===== src/rtl/controlador_carga_instrucoes_if.sv =====
// Loader, instruction-memory write port and CPU fetch-control bundle for the
// instruction-memory boot-loader / fetch sequencer.
interface controlador_carga_instrucoes_if #(
  parameter int ADDR_W = 3
);
  logic              carga_valido;
  logic [31:0]       carga_dado;
  logic              carga_fim;
  logic              carga_pronto;
  logic              mem_we;
  logic [ADDR_W-1:0] mem_waddr;
  logic [31:0]       mem_wdata;
  logic [31:0]       cpu_pc;
  logic              cpu_enable;
  logic              recarregar;
  logic [1:0]        estado;
  logic [ADDR_W:0]   num_carregadas;
  logic [15:0]       ciclos_exec;

  // Environment side: program source, CPU and control.
  modport master (
    output carga_valido, carga_dado, carga_fim, cpu_pc, recarregar,
    input  carga_pronto, mem_we, mem_waddr, mem_wdata, cpu_enable,
           estado, num_carregadas, ciclos_exec
  );

  // Sequencer side.
  modport slave (
    input  carga_valido, carga_dado, carga_fim, cpu_pc, recarregar,
    output carga_pronto, mem_we, mem_waddr, mem_wdata, cpu_enable,
           estado, num_carregadas, ciclos_exec
  );
endinterface


===== src/rtl/controlador_carga_instrucoes.sv =====
// Boot-loader and fetch sequencer: streams a program into instruction memory,
// then runs the CPU until the fetch PC leaves the program or is misaligned.
module controlador_carga_instrucoes #(
  parameter int NUM_PALAVRAS = 8,
  parameter int ADDR_W       = 3
) (
  input logic i_clk,
  input logic i_reset,
  controlador_carga_instrucoes_if.slave bus
);

  typedef enum logic [1:0] {
    CARGA   = 2'b00,
    EXECUTA = 2'b01,
    PARADO  = 2'b10,
    ERRO    = 2'b11
  } estado_t;

  localparam logic [ADDR_W:0] ULTIMO = (ADDR_W+1)'(NUM_PALAVRAS - 1);

  estado_t         r_estado;
  estado_t         w_proximo;
  logic [ADDR_W:0] r_contador;
  logic [ADDR_W:0] r_num;
  logic [15:0]     r_ciclos;
  logic            w_pronto;
  logic            w_aceita;
  logic            w_enable;
  logic            w_fora;
  logic            w_desal;
  logic            w_limpa;

  // Fetch range is checked against the loaded word count, zero-extended to 30 bits.
  assign w_fora  = (bus.cpu_pc[31:2] >= {{(29-ADDR_W){1'b0}}, r_num});
  assign w_desal = (bus.cpu_pc[1:0] != 2'b00);

  // Next-state and combinational handshake/enable outputs.
  always_comb begin
    w_proximo = r_estado;
    w_pronto  = 1'b0;
    w_aceita  = 1'b0;
    w_enable  = 1'b0;
    w_limpa   = 1'b0;
    case (r_estado)
      CARGA: begin
        w_pronto = ~i_reset;
        w_aceita = bus.carga_valido & w_pronto;
        if (w_aceita && (bus.carga_fim || (r_contador == ULTIMO))) begin
          w_proximo = EXECUTA;
        end else begin
          w_proximo = CARGA;
        end
      end
      EXECUTA: begin
        w_enable = ~w_fora & ~w_desal & ~i_reset;
        if (bus.recarregar) begin
          w_proximo = CARGA;
          w_limpa   = 1'b1;
        end else if (w_desal) begin
          w_proximo = ERRO;
        end else if (w_fora) begin
          w_proximo = PARADO;
        end else begin
          w_proximo = EXECUTA;
        end
      end
      PARADO, ERRO: begin
        if (bus.recarregar) begin
          w_proximo = CARGA;
          w_limpa   = 1'b1;
        end else begin
          w_proximo = r_estado;
        end
      end
      default: begin
        w_proximo = CARGA;
      end
    endcase
  end

  // State, load counters and saturating execution-cycle counter.
  always_ff @(posedge i_clk) begin
    if (i_reset) begin
      r_estado   <= CARGA;
      r_contador <= '0;
      r_num      <= '0;
      r_ciclos   <= 16'd0;
    end else begin
      r_estado <= w_proximo;
      if (w_limpa) begin
        r_contador <= '0;
        r_num      <= '0;
        r_ciclos   <= 16'd0;
      end else begin
        if (w_aceita) begin
          r_contador <= r_contador + (ADDR_W+1)'(1);
          r_num      <= r_contador + (ADDR_W+1)'(1);
        end else begin
          r_contador <= r_contador;
          r_num      <= r_num;
        end
        if (w_enable && (r_ciclos != 16'hFFFF)) begin
          r_ciclos <= r_ciclos + 16'd1;
        end else begin
          r_ciclos <= r_ciclos;
        end
      end
    end
  end

  assign bus.carga_pronto   = w_pronto;
  assign bus.mem_we         = w_aceita;
  assign bus.mem_waddr      = r_contador[ADDR_W-1:0];
  assign bus.mem_wdata      = bus.carga_dado;
  assign bus.cpu_enable     = w_enable;
  assign bus.estado         = r_estado;
  assign bus.num_carregadas = r_num;
  assign bus.ciclos_exec    = r_ciclos;

endmodule

===== src/flat_wrapper.sv =====
// flat-port wrapper written by rule: the top's interface ports become plain ports
module controlador_carga_instrucoes_flat 
#(
  parameter int NUM_PALAVRAS = 8,
  parameter int ADDR_W       = 3
)
  (i_clk, i_reset, bus_carga_valido, bus_carga_dado, bus_carga_fim, bus_cpu_pc, bus_recarregar, bus_carga_pronto, bus_mem_we, bus_mem_waddr, bus_mem_wdata, bus_cpu_enable, bus_estado, bus_num_carregadas, bus_ciclos_exec);
  controlador_carga_instrucoes_if #(.ADDR_W(ADDR_W)) bus_i ();
  input logic i_clk;
  input logic i_reset;
  input wire logic [$bits(bus_i.carga_valido)-1:0] bus_carga_valido;
  input wire logic [$bits(bus_i.carga_dado)-1:0] bus_carga_dado;
  input wire logic [$bits(bus_i.carga_fim)-1:0] bus_carga_fim;
  input wire logic [$bits(bus_i.cpu_pc)-1:0] bus_cpu_pc;
  input wire logic [$bits(bus_i.recarregar)-1:0] bus_recarregar;
  output wire logic [$bits(bus_i.carga_pronto)-1:0] bus_carga_pronto;
  output wire logic [$bits(bus_i.mem_we)-1:0] bus_mem_we;
  output wire logic [$bits(bus_i.mem_waddr)-1:0] bus_mem_waddr;
  output wire logic [$bits(bus_i.mem_wdata)-1:0] bus_mem_wdata;
  output wire logic [$bits(bus_i.cpu_enable)-1:0] bus_cpu_enable;
  output wire logic [$bits(bus_i.estado)-1:0] bus_estado;
  output wire logic [$bits(bus_i.num_carregadas)-1:0] bus_num_carregadas;
  output wire logic [$bits(bus_i.ciclos_exec)-1:0] bus_ciclos_exec;
  assign bus_i.carga_valido = bus_carga_valido;
  assign bus_i.carga_dado = bus_carga_dado;
  assign bus_i.carga_fim = bus_carga_fim;
  assign bus_i.cpu_pc = bus_cpu_pc;
  assign bus_i.recarregar = bus_recarregar;
  assign bus_carga_pronto = bus_i.carga_pronto;
  assign bus_mem_we = bus_i.mem_we;
  assign bus_mem_waddr = bus_i.mem_waddr;
  assign bus_mem_wdata = bus_i.mem_wdata;
  assign bus_cpu_enable = bus_i.cpu_enable;
  assign bus_estado = bus_i.estado;
  assign bus_num_carregadas = bus_i.num_carregadas;
  assign bus_ciclos_exec = bus_i.ciclos_exec;
  controlador_carga_instrucoes #(.NUM_PALAVRAS(NUM_PALAVRAS), .ADDR_W(ADDR_W)) u_core (.i_clk(i_clk), .i_reset(i_reset), .bus(bus_i));
endmodule

===== config.mk =====
export PLATFORM = sky130hd
export DESIGN_NAME = controlador_carga_instrucoes_flat
export DESIGN_NICKNAME = d
export VERILOG_FILES = /design/src/rtl/controlador_carga_instrucoes_if.sv /design/src/rtl/controlador_carga_instrucoes.sv /design/src/flat_wrapper.sv
export SDC_FILE = /design/constraint.sdc
export NUM_CORES = 1
export LEC_CHECK = 0
export BUFFER_PORTS_ARGS = -buffer_cell sky130_fd_sc_hd__buf_2
export CAP_MARGIN = 25
export CORE_MARGIN = 1
export CORE_UTILIZATION = 42
export CTS_CLUSTER_DIAMETER = 40
export DETAILED_ROUTE_END_ITERATION = 7
export GPL_TIMING_DRIVEN = 0
export HOLD_SLACK_MARGIN = 0.15
export PLACE_DENSITY_LB_ADDON = 0.3
export REMOVE_ABC_BUFFERS = 1
export SLEW_MARGIN = 40
export SYNTH_ARGS = -nofsm -noshare
export SYNTH_HDL_FRONTEND = slang
export SYNTH_SLANG_ARGS = --single-unit

===== constraint.sdc =====
create_clock -name i_clk -period 7.9 [get_ports i_clk]
set_input_delay 0.395 -clock i_clk [delete_from_list [all_inputs] [get_ports i_clk]]
set_output_delay 0.395 -clock i_clk [all_outputs]
set_load 0.1 [all_outputs]

-- Word level (Yosys, flattened, before mapping)
Index checks and enable logic that the tools add are counted.
- reductions and logical operators: 8
- equality and inequality tests: 6
- $add $sub $neg: 2
- bitwise logic cells: 6
- order comparisons: 1
- muxes and demuxes: 11
- operators by type and width (operator ; number):
    30-bit by 4-bit greater-or-equal comparator with 1-bit output ; 1
    16-bit by 1-bit adder with 16-bit output (second input constant) ; 1
    16-bit != test (second input constant) ; 1
    2-bit 2-to-1 mux ; 4
    1-bit 2-to-1 mux ; 6
    2-bit case mux with 3 select lines ; 1
    4-bit by 1-bit adder with 4-bit output (second input constant) ; 1
    2-bit == test (second input constant) ; 2
    4-bit by 3-bit == test with 1-bit output (second input constant) ; 1
    2-bit OR reduction ; 2
    1-bit AND ; 3
    1-bit inverter ; 3
    3-bit OR reduction ; 1
    2-bit by 1-bit == test with 1-bit output (second input constant) ; 1
    1-bit logical AND ; 2
    2-bit logical NOT ; 1
    2-bit != test (second input constant) ; 1
    2-bit nonzero test ; 1
    1-bit logical OR ; 1
- output and inout port bits: 60
- input port bits: 69
- flip-flop bits (word level): 22

-- Depth between registers and ports, before layout
- depth after elaboration: 6
- mapped depth: 10
- mapped depth without buffers: 8

-- Worst setup path before layout
No wires, ideal clock.
- kind: reg2reg
- start: reg u_core.r_estado[0] (netlist: u_core.bus.estado[0])
- end: reg u_core.r_estado[0] (netlist: u_core.bus.estado[0])
- clock period less this slack: 3.577 ns
- cell stages (with the launch flop): 6
- data required time: 7.808 ns
- setup slack: 4.323 ns
- data arrival time: 3.485 ns
- buffers on the path: 0
- cell sequence: dfxtp_1 > nor4b_2 > o21ai_0 > nand2_1 > nor4_1 > nor4_1
- word-level cells in the longest chain between the ends: 3
- elaborated cells on any way between the ends: 7
- those cells by class: eq/ne (4); mux (1); reduce/logical (2)
- ends and longest elaborated chain (what ; RTL line ; source):
    start: declaration ; controlador_carga_instrucoes.sv:21 ; estado_t r_estado;
    start signal: assignment ; controlador_carga_instrucoes.sv:89 ; r_estado <= w_proximo;
    2-bit == test ; controlador_carga_instrucoes.sv:44 ; case (r_estado)
    2-bit OR reduction ; controlador_carga_instrucoes.sv:44 ;
    2-bit case mux with 3 select lines or 2-bit != test (tied branches) ; -- ;
Several ways; a longest one is shown, not always the timed one.
A chain may end at the register's enable or synchronous reset.

==> metrics.txt <==
Hold Startpoint=i_reset; DR WL/cell=16.8 um; cell count after synthesis=197; Die Area=3970 um2; Root Buffer=clkbuf_8; buffers added on ports=64; DRC=0; Final Setup Violations=0; Worst Hold Class=in -> reg; total wire length=4510 um; Synth area leader=dfxtp_1; RSZ-0062 raised after global routing=no; outcome=completed; clock share of power=35.1%; Top FF cell, synth=dfxtp_1; Antenna Violating Nets Remaining=0; Via density=5.75; 1st-pass router iterations=4; NumNets Final=299; Crit. End Element=primary output; GP Congestion=0.786; Die X-Extent=63.0 um; Largest stage delay, worst path=0.79 ns; Slew @ Worst Pin=0.668 ns; Async S/R FF share, synth=0%; Final Core Density=49.4%; Hold Violations, Final=0; H-tree level count=1; power per cell area=140 nW/um2; critical path's slowest cell=or4_1; CTS resizes=0; Final TNS setup=0 ns; Peak VDD IR=0.0814 mV; Synth top area share=28.2%; Seq cells post-synth=22; WP buf/inv=3; first-pass GRT wire length=6690 um; Net Sw Frac=29.0%; Die Y-Extent=63.0 um; Initial Util=45.4%; YS warnings=0; hold_buf cts=0; placed cell count=265; Hold WS=0.369 ns; Gate power share=17.3%; syn avg cell area=7.93 um2; clk_lat worst skew=0.27 ns; internal power=169 uW; Leak=0.000714 uW; drt first-iter violations=62; Detail Placement HPWL=3520 um; final worst path period need=3.31 ns; WP data arrival=2.92 ns; Core Box Area=3440 um2; Rel. slew slack=55.4%; crit-path leading delay family=simple AND/OR/NAND/NOR gates; CTS Sinks=22; clk slew on worst S/H paths=0.08 ns; Crit Path Class=reg -> out; fin crit share=41.9%; TritonCTS clock tree=yes; Final Slew Violations=0; Max Clk Rate=302 MHz; Post-CTS Setup Bufs=0; initial antenna violation count=0; Sw Pwr=69.0 uW; Top Ports=129; largest cells by area after synthesis=dfxtp_1 (28%), buf_4 (17%), or4_1 (5.8%); vias in the first global route=1338; placed cell areas=1650 um2; fraction of layout cells with a size suffix above 1=32.3%; Area Overhead vs Synth=8.97%; number of diodes=0; Row Count=21; number of synthesized flops with an enable pin=0; DR vias=1548; max-capacitance violation count=0; required time of the critical path=7.51 ns; CTS buffer count=3; Max Root-Sink Buffers=2; Clock Skew=0.00142 ns; Crit Reg-Reg Startpoint=u_core.r_contador[1]$_SDFFE_PP0P_; critical-path cell list=inv_1 -> ha_1 -> nor4bb_1 -> o311a_1 -> or4_1 -> inv_2 -> buf_2; Worst setup SP type=flip-flop; crit-path max FO=17; GRT Total Usage=22.6%; Finished Layout Cells=269; largest net degree at the start of global routing=20; design area=1700 um2; sequential fraction of the synthesis area=28.2%; Congestion Overflow GR=0; Yosys cell types=38; Netlist Area Pre-Place=1560 um2; Critical Path Start=u_core.r_contador[1]$_SDFFE_PP0P_; Sequential Power Share=47.6%
-- flip-flops by register name, indices dropped and copies added (netlist names) --
signal / cells
u_core.bus.ciclos_exec: 16
u_core.r_contador: 4
u_core.bus.estado: 2
-- layer usage --
layer | share of wire [%] | vias up | wire length (um) | global-route usage, %
met5 | 1.1 | - | 48 | 15.3
met4 | 1.5 | 2 | 66 | 8.43
met3 | 14 | 7 | 644 | 15.1
met2 | 38 | 103 | 1700 | 28.8
met1 | 46 | 692 | 2060 | 28.0
li1 | - | 744 | - | -
-- layout by cell type (no fill, tap or decap) --
| cell type | n |
|---|---|
| xnor2_1 | 3 |
| inv_2 | 1 |
| and2_1 | 2 |
| a21oi_1 | 17 |
| and4_1 | 2 |
| o41ai_1 | 1 |
| or2_2 | 1 |
| nor4b_2 | 1 |
| nand3_1 | 1 |
| a31o_2 | 1 |
| nand3b_1 | 1 |
| a211o_1 | 1 |
| a21o_1 | 1 |
| nand2_1 | 13 |
| nor3_1 | 3 |
| clkbuf_8 | 4 |
| o311ai_0 | 1 |
| or4_1 | 12 |
| and3b_1 | 1 |
| o211ai_1 | 1 |
| a311oi_1 | 1 |
| or3_1 | 4 |
| nor2b_1 | 1 |
| nand2b_1 | 3 |
| ha_1 | 6 |
| buf_2 | 64 |
| o31ai_1 | 9 |
| o2111ai_1 | 1 |
| nor4_1 | 8 |
| o311a_1 | 1 |
| o21ai_0 | 5 |
| dfxtp_1 | 22 |
| nor4bb_1 | 1 |
| nor2_1 | 14 |
| nand4_1 | 9 |
| inv_1 | 6 |
-- path summary, 6_finish.rpt --
path | to | slack [ns] | depth (start not counted)
max | bus_cpu_enable | 4.59 | 7
min | u_core.bus.estado[1]$_SDFFE_PP0P_ | 0.37 | 2
max reg2reg | u_core.bus.ciclos_exec[6]$_SDFFE_PP0P_ | 5.03 | 7
min reg2reg | u_core.bus.ciclos_exec[1]$_SDFFE_PP0P_ | 0.52 | 2
-- cell usage after synthesis (all sizes together), types with 2 or more instances --
library cell  count
buf              37
dfxtp            22
a21oi            17
nor2             14
nand2            13
or4              12
nand4             9
o31ai             9
nor4              8
inv               7
ha                6
clkbuf            5
o21ai             5
or3               4
nand2b            3
nor3              3
xnor2             3
and2              2
and4              2
-- power by group through the flow --
stage / Clock (uW) / Sequential, uW / Combinational (uW)
detailed placement: 0 / 116 / 41.5
floorplan: 0 / 128 / 14.7
global placement: 0 / 116 / 41.5
finish: 83.4 / 113 / 41.2
global route: 90.7 / 114 / 44.1
CTS: 85.6 / 113 / 41.7
-- through the flow --
step / power, uW / setup WS (ns)
global route: 248 / 4.43
floorplan: 143 / 3.70
detailed placement: 158 / 4.87
global placement: 158 / 4.88
CTS: 241 / 4.58
finish: 238 / 4.59
-- logic make-up after synthesis --
logic type / after synthesis / share of synthesized area, %
AO/OA/AOI/OAI: 40 / 16.3
adder cells (fa/ha/maj): 6 / 4.81
XOR/XNOR: 3 / 1.68
buffers and inverters: 49 / 20.4
flip-flops: 22 / 28.2
AND/OR/NAND/NOR: 77 / 28.5
-- worst reg2reg max path: cells and delay by family (launching register included) --
family                   cells  cell delay [ns]
flip-flops                   1             0.41
AO/OA/AOI/OAI                2             0.51
buffers and inverters        1             0.08
adder cells (fa/ha/maj)      1             0.30
AND/OR/NAND/NOR              3             1.50
-- area by class of cell --
type                            instances  area, um2
Sequential cell                        22        440
Clock buffer                            4       55.1
Multi-Input combinational cell        126        802
Inverter                                7       26.3
Fill cell                             371       1740
Timing Repair Buffer                   64        320
Tap cell                               46       57.6
No activity file was read; power rests on OpenSTA's default activity.
